--- config.mk ---
export PLATFORM = sky130hd
export DESIGN_NAME = control_sequencer
export DESIGN_NICKNAME = d
export VERILOG_FILES = /design/src/rtl/control_sequencer.sv
export SDC_FILE = /design/constraint.sdc
export NUM_CORES = 1
export LEC_CHECK = 0
export ABC_CLOCK_PERIOD_IN_PS = 1800
export BUFFER_PORTS_ARGS = -buffer_cell sky130_fd_sc_hd__buf_4
export CAP_MARGIN = 20
export CORE_ASPECT_RATIO = 0.9
export CORE_MARGIN = 8
export CORE_UTILIZATION = 35
export CTS_BUF_LIST = sky130_fd_sc_hd__clkbuf_2
export CTS_CLUSTER_SIZE = 8
export DETAILED_ROUTE_END_ITERATION = 7
export GPL_TIMING_DRIVEN = 0
export PLACE_DENSITY_LB_ADDON = 0.15
export SLEW_MARGIN = 25
export SYNTH_ARGS = -nofsm -noshare
export SYNTH_HDL_FRONTEND = slang
export SYNTH_SLANG_ARGS = --single-unit
--- constraint.sdc ---
create_clock -name clk -period 1.8 [get_ports clk]
set_input_delay 0.27 -clock clk [delete_from_list [all_inputs] [get_ports clk]]
set_output_delay 0.27 -clock clk [all_outputs]
set_load 0.005 [all_outputs]
--- src/rtl/control_sequencer.sv ---
// Hardwired control unit: fetches one instruction (T0-T2) and sequences its
// register-to-register ALU execution (T3-T6), driving datapath controls directly.
module control_sequencer (
    input  logic        clk,
    input  logic        reset,
    input  logic        run,
    input  logic [31:0] IR,
    output logic        PCout,
    output logic        PCin,
    output logic        IncPC,
    output logic        MARin,
    output logic        Read,
    output logic        MDRin,
    output logic        MDRout,
    output logic        IRin,
    output logic        Yin,
    output logic        Zin,
    output logic        Zhighout,
    output logic        Zlowout,
    output logic        HIin,
    output logic        LOin,
    output logic [15:0] R_in,
    output logic [15:0] R_out,
    output logic [12:0] alu_op,
    output logic [3:0]  state,
    output logic        done,
    output logic        illegal
);

    typedef enum logic [3:0] {
        S_IDLE  = 4'd0,
        S_T0    = 4'd1,
        S_T1    = 4'd2,
        S_T2    = 4'd3,
        S_T3    = 4'd4,
        S_T4    = 4'd5,
        S_T5    = 4'd6,
        S_T6    = 4'd7,
        S_FAULT = 4'd8
    } state_t;

    state_t state_q, state_d;

    logic [4:0]  opcode;
    logic [3:0]  ra, rb, rc;
    logic        cls_r3, cls_hl, cls_r2, legal;
    logic [12:0] op_sel;

    assign opcode = IR[31:27];
    assign ra     = IR[26:23];
    assign rb     = IR[22:19];
    assign rc     = IR[18:15];

    // Instruction class and one-hot ALU select; bit order NOT..AND = [12:0].
    always_comb begin
        cls_r3 = 1'b0;
        cls_hl = 1'b0;
        cls_r2 = 1'b0;
        op_sel = 13'd0;
        case (opcode)
            5'd3:  begin cls_r3 = 1'b1; op_sel[2]  = 1'b1; end
            5'd4:  begin cls_r3 = 1'b1; op_sel[3]  = 1'b1; end
            5'd5:  begin cls_r3 = 1'b1; op_sel[0]  = 1'b1; end
            5'd6:  begin cls_r3 = 1'b1; op_sel[1]  = 1'b1; end
            5'd7:  begin cls_r3 = 1'b1; op_sel[9]  = 1'b1; end
            5'd8:  begin cls_r3 = 1'b1; op_sel[10] = 1'b1; end
            5'd9:  begin cls_r3 = 1'b1; op_sel[6]  = 1'b1; end
            5'd10: begin cls_r3 = 1'b1; op_sel[7]  = 1'b1; end
            5'd11: begin cls_r3 = 1'b1; op_sel[8]  = 1'b1; end
            5'd15: begin cls_hl = 1'b1; op_sel[5]  = 1'b1; end
            5'd16: begin cls_hl = 1'b1; op_sel[4]  = 1'b1; end
            5'd17: begin cls_r2 = 1'b1; op_sel[11] = 1'b1; end
            5'd18: begin cls_r2 = 1'b1; op_sel[12] = 1'b1; end
            default: ;
        endcase
    end

    assign legal = cls_r3 | cls_hl | cls_r2;

    always_ff @(posedge clk or negedge reset) begin
        if (!reset) begin
            state_q <= S_IDLE;
        end else begin
            state_q <= state_d;
        end
    end

    always_comb begin
        state_d  = state_q;
        PCout    = 1'b0;
        PCin     = 1'b0;
        IncPC    = 1'b0;
        MARin    = 1'b0;
        Read     = 1'b0;
        MDRin    = 1'b0;
        MDRout   = 1'b0;
        IRin     = 1'b0;
        Yin      = 1'b0;
        Zin      = 1'b0;
        Zhighout = 1'b0;
        Zlowout  = 1'b0;
        HIin     = 1'b0;
        LOin     = 1'b0;
        R_in     = 16'd0;
        R_out    = 16'd0;
        alu_op   = 13'd0;
        done     = 1'b0;
        illegal  = 1'b0;
        case (state_q)
            S_IDLE: begin
                if (run) state_d = S_T0;
            end
            S_T0: begin
                PCout   = 1'b1;
                MARin   = 1'b1;
                IncPC   = 1'b1;
                PCin    = 1'b1;
                state_d = S_T1;
            end
            S_T1: begin
                Read    = 1'b1;
                MDRin   = 1'b1;
                state_d = S_T2;
            end
            S_T2: begin
                MDRout  = 1'b1;
                IRin    = 1'b1;
                state_d = S_T3;
            end
            // IR is first valid here; an illegal opcode leaves T3 silent.
            S_T3: begin
                if (!legal) begin
                    state_d = S_FAULT;
                end else begin
                    R_out[rb] = 1'b1;
                    state_d   = S_T4;
                    if (cls_r2) begin
                        alu_op = op_sel;
                        Zin    = 1'b1;
                    end else begin
                        Yin = 1'b1;
                    end
                end
            end
            S_T4: begin
                if (cls_r2) begin
                    Zlowout  = 1'b1;
                    R_in[ra] = 1'b1;
                    done     = 1'b1;
                    state_d  = run ? S_T0 : S_IDLE;
                end else begin
                    R_out[rc] = 1'b1;
                    alu_op    = op_sel;
                    Zin       = 1'b1;
                    state_d   = S_T5;
                end
            end
            S_T5: begin
                Zlowout = 1'b1;
                if (cls_hl) begin
                    LOin    = 1'b1;
                    state_d = S_T6;
                end else begin
                    R_in[ra] = 1'b1;
                    done     = 1'b1;
                    state_d  = run ? S_T0 : S_IDLE;
                end
            end
            S_T6: begin
                Zhighout = 1'b1;
                HIin     = 1'b1;
                done     = 1'b1;
                state_d  = run ? S_T0 : S_IDLE;
            end
            S_FAULT: begin
                illegal = 1'b1;
            end
            default: state_d = S_IDLE;
        endcase
    end

    assign state = state_q;

endmodule

==> results.cfg <==
[clocking]
clk_latency_ns = 0.21
cts.clk_slew.worst_paths_ns = 0.05
numCtsBuffers = 3
cts_root_buf = clkbuf_2
tritoncts = done
clock_sinks = 4
cts_max_path_buffers = 2
htreeDepth = 1

[status]
violations = setup timing
status = finished with violations

[die]
rows = 20
die_x_um = 77.1
die_area_mm2 = 0.00547
fp.dieH_um = 71.0
fp.coreArea_mm2 = 0.00330
ioPinCount = 100
start_util_pct = 35.6

[setup_path]
critPathMaxFanout = 10
cp-end-kind = output pin
required_ns = 1.53
start_kind = flop
cp_slowest_cell = or4b_4
worstPathArrival_ns = 2.00
crit_chain = buf_6 -> or4b_4 -> a211oi_4 -> a21oi_4 -> buf_8 -> o21ai_2 -> buf_4
slowest_delay_ns = 0.52
worstSetupPathType = flop to output pin

[synthesis]
yosys.area.top_type = dfrtp_1
ys_types = 42
ys_seq_area_share_pct = 8.51
synth_area_mm2 = 0.00118
synth.area.top_cells = dfrtp_1, nor2_1, nand2_1
syn_avg_cell_area_um2 = 6.50
syn_inst = 181
yosysWarnings = 0
synth_nets = 216
synth_seq_cells = 4
yosys.area.top_type_share_pct = 8.51

[power_and_ir_drop]
worst_ir_drop_vdd_mv = 0.707
pwr_density_cell_mw_per_mm2 = 651
p_total_w = 0.00160
power.leakage_nw = 1.01

[sta]
min_period_ns = 2.27
fin_worst_skew_ns = 0.0115
finalHoldViolCount = 0
timing.hold.ws_ns = 0.374
worst_pin_slew_ns = 0.444
fin_setup_tns_ns = -13.99
max_freq_ghz = 0.441
fin_crit_sh_pct = 126
setup_ws_ns = -0.467
finalSetupViolCount = 49
final_max_slew_viol_count = 0
rsz0062_at_grt = yes
relSlewSlack_pct = 70.4

[flow_run]
maxCapViolations = 0

[final_layout]
largest_register_ff_count = 4
num-fill-cells = 254
layout.cells.most_common = buf_4
syn_to_final_growth_pct = 109
antennaDiodeCount = 0
fin_cells = 329
nNetsFinal = 322
layout-drive-gt1-share_pct = 64.9
finish.instance_area_mm2 = 0.00246
mostFrequentLayoutCells = buf_4, nand2_1, nor2_1

[hold_path]
min_path_type = input port to asynchronous set/reset pin

[place]
place_area_mm2 = 0.00191
gp_congestion = 0.857
place_hpwl_um = 3770
place_inst = 305
port_buffers = 80

[drt]
ant_nets = 0
avgViaCountPerCell = 5.42
vias = 1784
drcViolationCount = 0
first_pass_iters = 4
drt_wl_total_um = 5550
routedWlPerCell_um = 16.9
drt_iter0_markers = 155

[global_route]
grt_overflow = 0
grt_pass1_vias = 1804
grt_pass1_wl_um = 8400
grt_max_degree = 11
grtUsageTotal_pct = 17.6
antenna_found_initial = 0
## through the flow
stage / setup slack, ns / util [%]
after floorplan: -0.0728 / -
after global routing: -0.517 / 74.5
after CTS: -0.462 / 68.8
after detailed placement: -0.392 / 57.9
after global placement: -0.354 / 57.9
final: -0.467 / 74.5
## power breakdown
part | total (W) | leakage [nW] | switching (W) | internal (W)
clock | 0.0000822 | 0.0125 | 0.0000374 | 0.0000448
combinational | 0.00133 | 0.951 | 0.000613 | 0.000713
sequential | 0.000193 | 0.0477 | 0.0000605 | 0.000133
## routing by layer
metal,up-vias,GRT usage (%),share of wire [%]
met3,6,3.16,6.8
met2,76,30.2,50
met4,0,2.93,0.99
li1,868,-,-
met5,-,0,0
met1,834,22.5,42
## Yosys cell counts
master and instances:
or3_1 3, buf_1 1, or4b_1 1, a31oi_1 2
clkinv_4 1, nor2_1 25, nand4_1 7, o21ai_0 10
inv_1 3, a2111oi_0 1, nand2b_1 13, nand3_1 10
buf_4 6, nor4_1 6, nor3_2 1, or4_1 1
or4b_4 2, and2_1 1, a21o_1 4, nand3b_1 1
nor3_1 11, o32ai_4 1, clkbuf_1 4, and2_4 1
a211oi_2 1, nand4b_1 1, a311oi_1 1, buf_2 4
dfrtp_1 4, xor2_2 1, and4bb_2 2, nand4bb_4 1
nand2_1 23, o22ai_1 7, buf_6 1, a21oi_4 1
o32a_1 1, nor4b_1 2, nor2b_1 7, nor3b_4 1
a21oi_1 6, a31o_2 1
## cell type report
cell class | count | area (µm²) | share of cell area (%)
Multi-Input combinational cell | 157 | 1300 | 53.0
Timing Repair Buffer | 102 | 826 | 33.6
Buffer | 15 | 138 | 5.59
Sequential cell | 4 | 104 | 4.22
Tap cell | 44 | 55.1 | 2.24
Inverter | 4 | 20.0 | 0.813
Clock buffer | 3 | 15.0 | 0.610
## worst paths after layout
| check | start | end | slack [ns] | cells after the start |
|---|---|---|---|---|
| max in group asynchronous | reset | state[2] | 1.30 | 2 |
| max | state[3] | R_out[1] | -0.47 | 7 |
| min reg2reg | state[3] | state[1] | 0.78 | 4 |
| min | reset | state[3] | 0.37 | 2 |
| min in group clk | run | state[0] | 0.49 | 3 |
| max reg2reg | state[3] | state[0] | -0.15 | 7 |
## kinds of logic after synthesis
| logic type | Yosys count | share of synthesized area, % |
|---|---|---|
| AO/OA/AOI/OAI | 36 | 22.0 |
| XOR/XNOR | 1 | 1.38 |
| flip-flops | 4 | 8.51 |
| AND/OR/NAND/NOR | 120 | 58.3 |
| buffers and inverters | 20 | 9.79 |
## what timing repair did
item,4_1_cts,5_1_grt
hold buffers,1,0
resized for setup,46,48
pin swaps,17,17
gates cloned,0,0
endpoints found under the hold margin,4,0
setup buffers,14,9
endpoints found under the setup margin,57,60
## critical path: cells and delay by family, from the launching register on
family | cells | cell delay, ns
compound gates | 3 | 0.45
flops | 1 | 0.39
buf+inv | 3 | 0.41
simple gates | 1 | 0.52
Power figures use the tool's default switching activity.
